File: src/rtl/jtag_ir_unit_if.sv
// jtag_ir_unit_if: TAP-strobe / instruction-register bundle between the TAP
// controller (master) and the EJTAG instruction-register unit (slave).
interface jtag_ir_unit_if #(
    parameter int IR_WIDTH = 5
);
    logic                tlr;
    logic                capture_ir;
    logic                shift_ir;
    logic                update_ir;
    logic                tdi;
    logic                ir_tdo;
    logic [IR_WIDTH-1:0] instr;
    logic [3:0]          sel;
    logic [8:0]          sel_onehot;
    logic                ejtag_boot;
    logic                ir_err;

    modport master (
        output tlr, capture_ir, shift_ir, update_ir, tdi,
        input  ir_tdo, instr, sel, sel_onehot, ejtag_boot, ir_err
    );

    modport slave (
        input  tlr, capture_ir, shift_ir, update_ir, tdi,
        output ir_tdo, instr, sel, sel_onehot, ejtag_boot, ir_err
    );
endinterface

File: src/rtl/jtag_ir_unit.sv
// jtag_ir_unit: EJTAG instruction register (capture/shift chain, update
// shadow, registered DR-select decode, EJTAGBOOT/NORMALBOOT flag).
// Optional macro JTAG_IR_SHIFT_CNT_EN: counts shifted bits and rejects
// updates whose shift length differs from IR_WIDTH, raising sticky ir_err.
module jtag_ir_unit #(
    parameter int IR_WIDTH   = 5,
    parameter int IDCODE_VAL = 1
) (
    input  logic           clk,
    input  logic           rst,
    jtag_ir_unit_if.slave  bus
);
    localparam logic [IR_WIDTH-1:0] IDCODE = IR_WIDTH'(IDCODE_VAL);

    // Opcode -> DR select; anything unlisted goes to SEL_ANY (8).
    function automatic logic [3:0] decode(input logic [IR_WIDTH-1:0] v);
        logic [3:0] s;
        s = 4'd8;
        if (&v) begin
            s = 4'd7;
        end else begin
            case (v)
                IR_WIDTH'(0):  s = 4'd6;
                IR_WIDTH'(1):  s = 4'd0;
                IR_WIDTH'(2):  s = 4'd7;
                IR_WIDTH'(3):  s = 4'd1;
                IR_WIDTH'(8):  s = 4'd2;
                IR_WIDTH'(9):  s = 4'd3;
                IR_WIDTH'(10): s = 4'd4;
                IR_WIDTH'(12): s = 4'd5;
                IR_WIDTH'(13): s = 4'd7;
                default:       s = 4'd8;
            endcase
        end
        return s;
    endfunction

    logic [IR_WIDTH-1:0] shift_reg_q, shift_reg_d;
    logic [IR_WIDTH-1:0] instr_q, instr_d;
    logic [3:0]          sel_q, sel_d;
    logic [8:0]          sel_onehot_q, sel_onehot_d;
    logic                ejtag_boot_q, ejtag_boot_d;
    logic                upd_ok;

`ifdef JTAG_IR_SHIFT_CNT_EN
    localparam int CNT_W = $clog2(IR_WIDTH) + 2;
    logic [CNT_W-1:0] cnt_q, cnt_d;
    logic             ir_err_q, ir_err_d;

    assign upd_ok = (cnt_q == CNT_W'(IR_WIDTH));

    // Shift-length counter and sticky error; follows the same strobe priority.
    always_comb begin
        cnt_d    = cnt_q;
        ir_err_d = ir_err_q;
        if (bus.tlr) begin
            cnt_d    = '0;
            ir_err_d = 1'b0;
        end else if (bus.capture_ir) begin
            cnt_d = '0;
        end else if (bus.shift_ir) begin
            if (cnt_q != '1) cnt_d = cnt_q + CNT_W'(1);
        end else if (bus.update_ir && !upd_ok) begin
            ir_err_d = 1'b1;
        end
    end

    // Counter/error state.
    always_ff @(posedge clk) begin
        if (rst) begin
            cnt_q    <= '0;
            ir_err_q <= 1'b0;
        end else begin
            cnt_q    <= cnt_d;
            ir_err_q <= ir_err_d;
        end
    end

    assign bus.ir_err = ir_err_q;
`else
    assign upd_ok     = 1'b1;
    assign bus.ir_err = 1'b0;
`endif

    // Strobe handling: tlr > capture > shift > update.
    always_comb begin
        shift_reg_d  = shift_reg_q;
        instr_d      = instr_q;
        sel_d        = sel_q;
        ejtag_boot_d = ejtag_boot_q;
        if (bus.tlr) begin
            shift_reg_d = '0;
            instr_d     = IDCODE;
            sel_d       = decode(IDCODE);
        end else if (bus.capture_ir) begin
            shift_reg_d = IR_WIDTH'(2'b01);
        end else if (bus.shift_ir) begin
            shift_reg_d = {bus.tdi, shift_reg_q[IR_WIDTH-1:1]};
        end else if (bus.update_ir && upd_ok) begin
            instr_d = shift_reg_q;
            sel_d   = decode(shift_reg_q);
            if (shift_reg_q == IR_WIDTH'(12))      ejtag_boot_d = 1'b1;
            else if (shift_reg_q == IR_WIDTH'(13)) ejtag_boot_d = 1'b0;
        end
        sel_onehot_d = 9'(1) << sel_d;
    end

    // Instruction-register state.
    always_ff @(posedge clk) begin
        if (rst) begin
            shift_reg_q  <= '0;
            instr_q      <= IDCODE;
            sel_q        <= 4'd0;
            sel_onehot_q <= 9'd1;
            ejtag_boot_q <= 1'b0;
        end else begin
            shift_reg_q  <= shift_reg_d;
            instr_q      <= instr_d;
            sel_q        <= sel_d;
            sel_onehot_q <= sel_onehot_d;
            ejtag_boot_q <= ejtag_boot_d;
        end
    end

    assign bus.ir_tdo     = shift_reg_q[0];
    assign bus.instr      = instr_q;
    assign bus.sel        = sel_q;
    assign bus.sel_onehot = sel_onehot_q;
    assign bus.ejtag_boot = ejtag_boot_q;
endmodule

File: src/flat_wrapper.sv
// flat-port wrapper written by rule: the top's interface ports become plain ports
module jtag_ir_unit_flat 
#(
    parameter int IR_WIDTH   = 5,
    parameter int IDCODE_VAL = 1
)
  (clk, rst, bus_tlr, bus_capture_ir, bus_shift_ir, bus_update_ir, bus_tdi, bus_ir_tdo, bus_instr, bus_sel, bus_sel_onehot, bus_ejtag_boot, bus_ir_err);
  jtag_ir_unit_if #(.IR_WIDTH(IR_WIDTH)) bus_i ();
  input  logic clk;
  input  logic rst;
  input wire logic [$bits(bus_i.tlr)-1:0] bus_tlr;
  input wire logic [$bits(bus_i.capture_ir)-1:0] bus_capture_ir;
  input wire logic [$bits(bus_i.shift_ir)-1:0] bus_shift_ir;
  input wire logic [$bits(bus_i.update_ir)-1:0] bus_update_ir;
  input wire logic [$bits(bus_i.tdi)-1:0] bus_tdi;
  output wire logic [$bits(bus_i.ir_tdo)-1:0] bus_ir_tdo;
  output wire logic [$bits(bus_i.instr)-1:0] bus_instr;
  output wire logic [$bits(bus_i.sel)-1:0] bus_sel;
  output wire logic [$bits(bus_i.sel_onehot)-1:0] bus_sel_onehot;
  output wire logic [$bits(bus_i.ejtag_boot)-1:0] bus_ejtag_boot;
  output wire logic [$bits(bus_i.ir_err)-1:0] bus_ir_err;
  assign bus_i.tlr = bus_tlr;
  assign bus_i.capture_ir = bus_capture_ir;
  assign bus_i.shift_ir = bus_shift_ir;
  assign bus_i.update_ir = bus_update_ir;
  assign bus_i.tdi = bus_tdi;
  assign bus_ir_tdo = bus_i.ir_tdo;
  assign bus_instr = bus_i.instr;
  assign bus_sel = bus_i.sel;
  assign bus_sel_onehot = bus_i.sel_onehot;
  assign bus_ejtag_boot = bus_i.ejtag_boot;
  assign bus_ir_err = bus_i.ir_err;
  jtag_ir_unit #(.IR_WIDTH(IR_WIDTH), .IDCODE_VAL(IDCODE_VAL)) u_core (.clk(clk), .rst(rst), .bus(bus_i));
endmodule
File: config.mk
export PLATFORM = sky130hd
export DESIGN_NAME = jtag_ir_unit_flat
export DESIGN_NICKNAME = d
export VERILOG_FILES = /design/src/rtl/jtag_ir_unit_if.sv /design/src/rtl/jtag_ir_unit.sv /design/src/flat_wrapper.sv
export SDC_FILE = /design/constraint.sdc
export NUM_CORES = 1
export LEC_CHECK = 0
export CAP_MARGIN = 20
export CELL_PAD_IN_SITES_DETAIL_PLACEMENT = 1
export CELL_PAD_IN_SITES_GLOBAL_PLACEMENT = 1
export CORE_UTILIZATION = 37
export DETAILED_ROUTE_END_ITERATION = 8
export MAX_ROUTING_LAYER = met4
export PLACE_DENSITY = 0.9
export SLEW_MARGIN = 20
export SYNTH_ARGS = -nofsm -noshare
export SYNTH_HDL_FRONTEND = slang
export SYNTH_SLANG_ARGS = --single-unit
File: constraint.sdc
create_clock -name clk -period 4.8 [get_ports clk]
set_clock_uncertainty 0.2 [all_clocks]
set_input_delay 0.72 -clock clk [delete_from_list [all_inputs] [get_ports clk]]
set_output_delay 0.72 -clock clk [all_outputs]
set_load 0.01 [all_outputs]
==> impl_metrics.env, run 1 <==
export IMPL_status="complete, no violations"
export IMPL_wl_um=2463
export IMPL_root_buffer="clkbuf_4"
export IMPL_busiest_layer="met2"
export IMPL_syn_area_sq_um=1069
export IMPL_p_seq_share_pct=62.7
export IMPL_drtIter0Drc=3
export IMPL_rr_endpoint="u_core.bus.sel_onehot[7]$_SDFF_PP0_"
export IMPL_worst_slack_ps=2070
export IMPL_viasPerCell=5.256
export IMPL_synth_fp_nets=124
export IMPL_clkPwrFrac_pct=26.8
export IMPL_rr_startpoint="u_core.shift_reg_q[3]$_SDFFE_PP0P_"
export IMPL_grt_max_degree=13
export IMPL_seq_area_sq_um=480.5
export IMPL_whs_path_depth=2
export IMPL_post_cts_buffers=0
export IMPL_nFillCells=327
export IMPL_final_common_cell="clkdlybuf4s50_1"
export IMPL_hold_violations=0
export IMPL_antenna_found_initial=0
export IMPL_hold_class="flop to flop"
export IMPL_max_freq_ghz=0.3663
export IMPL_cts_buffer_depth=2
export IMPL_max_cap_violations=0
export IMPL_p_per_area_nw_per_um2=244.5
export IMPL_synth_edf_count=0
export IMPL_die_h_um=55.74
export IMPL_worstMarginPinSlew_ps=577.4
export IMPL_setup_viol=0
export IMPL_die_w_um=55.74
export IMPL_postRouteAntennaNets=0
export IMPL_async_flop_share_pct=0
export IMPL_grt_usage_pct=17.25
export IMPL_end_kind="flop"
export IMPL_arrival_ps=2780
export IMPL_hp_start="u_core.bus.instr[3]$_SDFFE_PP0P_"
export IMPL_cp_max_fo=11
export IMPL_synthFlopType="dfxtp_1"
export IMPL_r2r_setup_slack_ps=2720
export IMPL_rsz0062_at_grt="false"
export IMPL_hpwlAfterDp_um=1913
export IMPL_portBuffers=26
export IMPL_power_switching_uw=77.71
export IMPL_fin_crit_sh_pct=56.87
export IMPL_fin_tns_setup_ps=0
export IMPL_route_detailed_drc=0
export IMPL_drt_pass1_iter_count=4
export IMPL_use_met3_pct=2.791
export IMPL_htreeDepth=1
export IMPL_final_cell_mix="clkdlybuf4s50_1 (26), dfxtp_1 (24), nor2_1 (16)"
export IMPL_clk_pin_slew_worst_paths_ps=120
export IMPL_ioPinCount=28
export IMPL_hold_end="u_core.bus.instr[3]$_SDFFE_PP0P_"
export IMPL_grt_pass1_wl_um=4126
export IMPL_critPathKind="primary input to flop"
export IMPL_cts_buffers=3
export IMPL_synth_top_cell_area_share_pct=44.96
export IMPL_peakVddDrop_mv=0.1598
export IMPL_wl_per_cell_um=14.66
export IMPL_clock_latency_ps=310
export IMPL_worstSetupStartpointType="primary input"
export IMPL_postCtsHoldBufs=0
export IMPL_avgSynthCellArea_sq_um=9.133
export IMPL_relSlewSlack_pct=61.34
export IMPL_area_growth_pct=24.36
export IMPL_coreArea_sq_um=2758
export IMPL_netSwitchingFraction_pct=23.92
export IMPL_p_leak_nw=0.5025
export IMPL_antennaDiodeCount=0
export IMPL_tritoncts="done"
export IMPL_overflow=0
export IMPL_synth_seq_area_share_pct=44.96
export IMPL_timing_final_crit_period_ps=2730
export IMPL_cts_resized=0
export IMPL_ys_seq_elements=24
export IMPL_synth_area_leaders="dfxtp_1 (45%), mux2i_1 (5.6%), nor2_1 (5.6%)"
export IMPL_gp_congestion=0.8051
export IMPL_comb_power_share_pct=10.5
export IMPL_start_util_pct=38.75
export IMPL_dp_slack_ps=1729
export IMPL_rows=19
export IMPL_gr_usage_met1_pct=19.68
export IMPL_yosysWarnings=0
export IMPL_multi_input_area_sq_um=515.5
export IMPL_cp_required_ps=4850
export IMPL_num_vias=883
export IMPL_worstRegToRegCells=5
export IMPL_p_int_uw=247.1
export IMPL_dieArea_sq_um=3107
export IMPL_drive_above_1_share_pct=10.22
export IMPL_grt_util_met2_pct=30.46
export IMPL_synthDistinctLibCells=38
export IMPL_grt_pass1_vias=911
export IMPL_syn_inst=117
export IMPL_cts_sinks=24
export IMPL_slew_violations=0
export IMPL_nets=146
export IMPL_synth_largest_area_cell="dfxtp_1"
[synthesized netlist by cell type, drive strengths merged (2+ instances only)]
library cell	n
or2	2
nor3	6
and4	2
o21a	2
buf	5
and3	3
o211ai	2
clkbuf	4
nor2	16
mux2i	6
nor3b	4
a21oi	8
a211oi	2
nand2	11
dfxtp	24
inv	3
o21ai	3
or3	2
[worst max-delay path by stage]
stage            startpoint                                   to  depth (start not counted)
6_report       bus_shift_ir  u_core.bus.sel_onehot[1]$_SDFF_PP0_                          6
4_1_cts        bus_shift_ir  u_core.bus.sel_onehot[1]$_SDFF_PP0_                          6
2_1_floorplan  bus_shift_ir  u_core.bus.sel_onehot[8]$_SDFF_PP0_                          6
3_5_place_dp   bus_shift_ir  u_core.bus.sel_onehot[1]$_SDFF_PP0_                          6
3_3_place_gp   bus_shift_ir  u_core.bus.sel_onehot[1]$_SDFF_PP0_                          6
5_1_grt        bus_shift_ir  u_core.bus.sel_onehot[1]$_SDFF_PP0_                          6
[area by class of cell]
class	count	share of cell area, %
clock buffer	3	1.695
inverter	3	0.8475
multi-input combinational	81	38.79
sequential	24	36.16
tap	31	2.919
timing repair buffer	26	19.59
[layer usage]
layer | wire (um) | share of wire, %
met4 | 14 | 0.57
met5 | 0 | 0
met3 | 76 | 3.1
met2 | 1341 | 54
met1 | 1030 | 42
[flip-flops by register name (all words and copies together) (netlist names)]
register               flops
u_core.bus.sel_onehot      9
u_core.bus.instr           5
u_core.bus.sel             4
u_core.bus.ejtag_boot      1
u_core.shift_reg_q         5
[critical path, stage by stage]
cell	delay, ps
clkdlybuf4s50_1	590
or3b_4	560
a21oi_2	220
o21ai_1	170
a2bb2oi_1	270
and4_1	240
[power groups by stage]
stage / Combinational, mW / Clock, mW / Sequential, mW
2_1_floorplan: 0.0211 / 0 / 0.209
5_1_grt: 0.0374 / 0.0980 / 0.204
4_1_cts: 0.0346 / 0.0886 / 0.204
6_report: 0.0342 / 0.0870 / 0.204
3_3_place_gp: 0.0331 / 0 / 0.208
3_5_place_dp: 0.0345 / 0 / 0.208
[per-stage QoR]
step | power (mW) | hold WS [ps] | util [%] | instances | area, sq um
detailed placement | 0.2427 | 254.8 | 47.37 | 165 | 1306
global placement | 0.2411 | 252.1 | 47.37 | 165 | 1306
floorplan | 0.2296 | 280.5 | - | 117 | 1069
finish | 0.3248 | 268.1 | 48.19 | 168 | 1329
CTS | 0.3268 | 272.2 | 48.19 | 168 | 1329
global route | 0.3396 | 285.7 | 48.19 | 168 | 1329
[cells by family after synthesis]
| group | share of synthesized area, % |
|---|---|
| compound gates | 15.69 |
| buf+inv | 6.791 |
| flops | 44.96 |
| mux | 7.026 |
| other cells | 0.3510 |
| simple gates | 25.18 |
Note: power is estimated with default switching activity, not from simulation.
==> inputs of run 2 (changes only) <==
- CORE_UTILIZATION: 37 -> 31
- PLACE_DENSITY: 0.9 -> 0.82
- clock period: 4.8 -> 2.4 ns (I/O delays scaled with it)
==> impl_metrics.env, run 2 (synthesis results as in run 1) <==
export IMPL_end_kind="flop"
export IMPL_antennaDiodeCount=0
export IMPL_drive_above_1_share_pct=15.17
export IMPL_hpwlAfterDp_um=2105
export IMPL_ioPinCount=28
export IMPL_num_vias=948
export IMPL_cts_buffer_depth=2
export IMPL_final_common_cell="clkdlybuf4s50_1"
export IMPL_die_h_um=60.71
export IMPL_grt_pass1_vias=945
export IMPL_rows=20
export IMPL_dieArea_sq_um=3686
export IMPL_route_detailed_drc=0
export IMPL_area_growth_pct=32.08
export IMPL_portBuffers=26
export IMPL_cts_resized=0
export IMPL_peakVddDrop_mv=0.2131
export IMPL_p_leak_nw=0.5430
export IMPL_arrival_ps=2170
export IMPL_fin_crit_sh_pct=87.63
export IMPL_worstSetupStartpointType="flop"
export IMPL_nets=153
export IMPL_grt_usage_pct=17.53
export IMPL_postCtsHoldBufs=0
export IMPL_antenna_found_initial=0
export IMPL_htreeDepth=1
export IMPL_clk_pin_slew_worst_paths_ps=130
export IMPL_root_buffer="clkbuf_4"
export IMPL_drtIter0Drc=2
export IMPL_wl_um=2691
export IMPL_seq_area_sq_um=480.5
export IMPL_cts_sinks=24
export IMPL_hold_violations=0
export IMPL_drt_pass1_iter_count=4
export IMPL_largest_reg_flops=9
export IMPL_dp_slack_ps=43.11
export IMPL_coreArea_sq_um=3153
export IMPL_hold_class="flop to flop"
export IMPL_timing_final_crit_period_ps=2103
export IMPL_setup_viol=0
export IMPL_die_w_um=60.71
export IMPL_final_cell_mix="clkdlybuf4s50_1 (26), dfxtp_1 (24), nor2_1 (16)"
export IMPL_postRouteAntennaNets=0
export IMPL_post_cts_buffers=0
export IMPL_wl_per_cell_um=14.24
export IMPL_cts_buffers=3
export IMPL_fin_tns_setup_ps=0
export IMPL_multi_input_area_sq_um=515.5
export IMPL_rsz0062_at_grt="false"
export IMPL_grt_max_degree=14
export IMPL_start_util_pct=33.89
export IMPL_max_cap_violations=0
export IMPL_tritoncts="done"
export IMPL_critPathKind="flop to flop"
export IMPL_p_per_area_nw_per_um2=495.9
export IMPL_slew_violations=0
export IMPL_grt_pass1_wl_um=4526
export IMPL_max_freq_ghz=0.4755
export IMPL_cp_max_fo=9
export IMPL_overflow=0
export IMPL_worst_slack_ps=296.9
export IMPL_gp_congestion=0.8682
export IMPL_nFillCells=392
export IMPL_cp_required_ps=2460
export IMPL_viasPerCell=5.016
export IMPL_clock_latency_ps=310
export IMPL_status="complete, no violations"
## run 2: cell types whose count changed in the layout (fill, tap and decap cells not counted), sizes merged
cell / delta
buf: +7
clkbuf: +1
## run 2: worst paths after layout
check                                startpoint                                   to  slack, ps  depth (start not counted)
min            u_core.bus.instr[4]$_SDFFE_PP0P_     u_core.bus.instr[4]$_SDFFE_PP0P_        270                          2
max          u_core.shift_reg_q[3]$_SDFFE_PP0P_  u_core.bus.sel_onehot[2]$_SDFF_PP0_        300                          6
min reg2reg    u_core.bus.instr[4]$_SDFFE_PP0P_     u_core.bus.instr[4]$_SDFFE_PP0P_        270                          2
max reg2reg  u_core.shift_reg_q[3]$_SDFFE_PP0P_  u_core.bus.sel_onehot[2]$_SDFF_PP0_        300                          6
## run 2: area by class of cell
cell class                 instances  area share (%)
clock buffer                       4           2.571
sequential                        24           34.04
inverter                           3          0.7979
tap                               44           3.901
timing repair buffer              33           22.16
multi-input combinational         81           36.52
## run 2: per-layer routing
layer	share of wire, %	GRT usage, %
met5	0	-
met2	50	30.77
met4	1.5	5.844
met3	3.1	2.559
met1	45	20.39
## run 2: metrics by stage
step / instance area, sq um / total power, mW / util (%) / std cells / hold WS [ps]
2_1_floorplan: 1069 / 0.4593 / - / 117 / 232.4
3_3_place_gp: 1375 / 0.4902 / 43.61 / 185 / 248.1
3_5_place_dp: 1375 / 0.4933 / 43.61 / 185 / 250.4
4_1_cts: 1411 / 0.7016 / 44.76 / 189 / 268.8
5_1_grt: 1411 / 0.7268 / 44.76 / 189 / 301.6
6_report: 1411 / 0.6999 / 44.76 / 189 / 265.3
## run 2: critical path, stage by stage (launching register included)
cell and delay [ps]:
dfxtp_1 570, mux2_4 340, a211oi_2 250, nor3_1 80
or3_4 390, inv_2 70, and3_1 150
## run 2: power breakdown
group | internal [mW] | switching, mW
Clock | 0.0927 | 0.122
Sequential | 0.403 | 0.00411
Combinational | 0.0391 | 0.0382
Total | 0.535 | 0.165
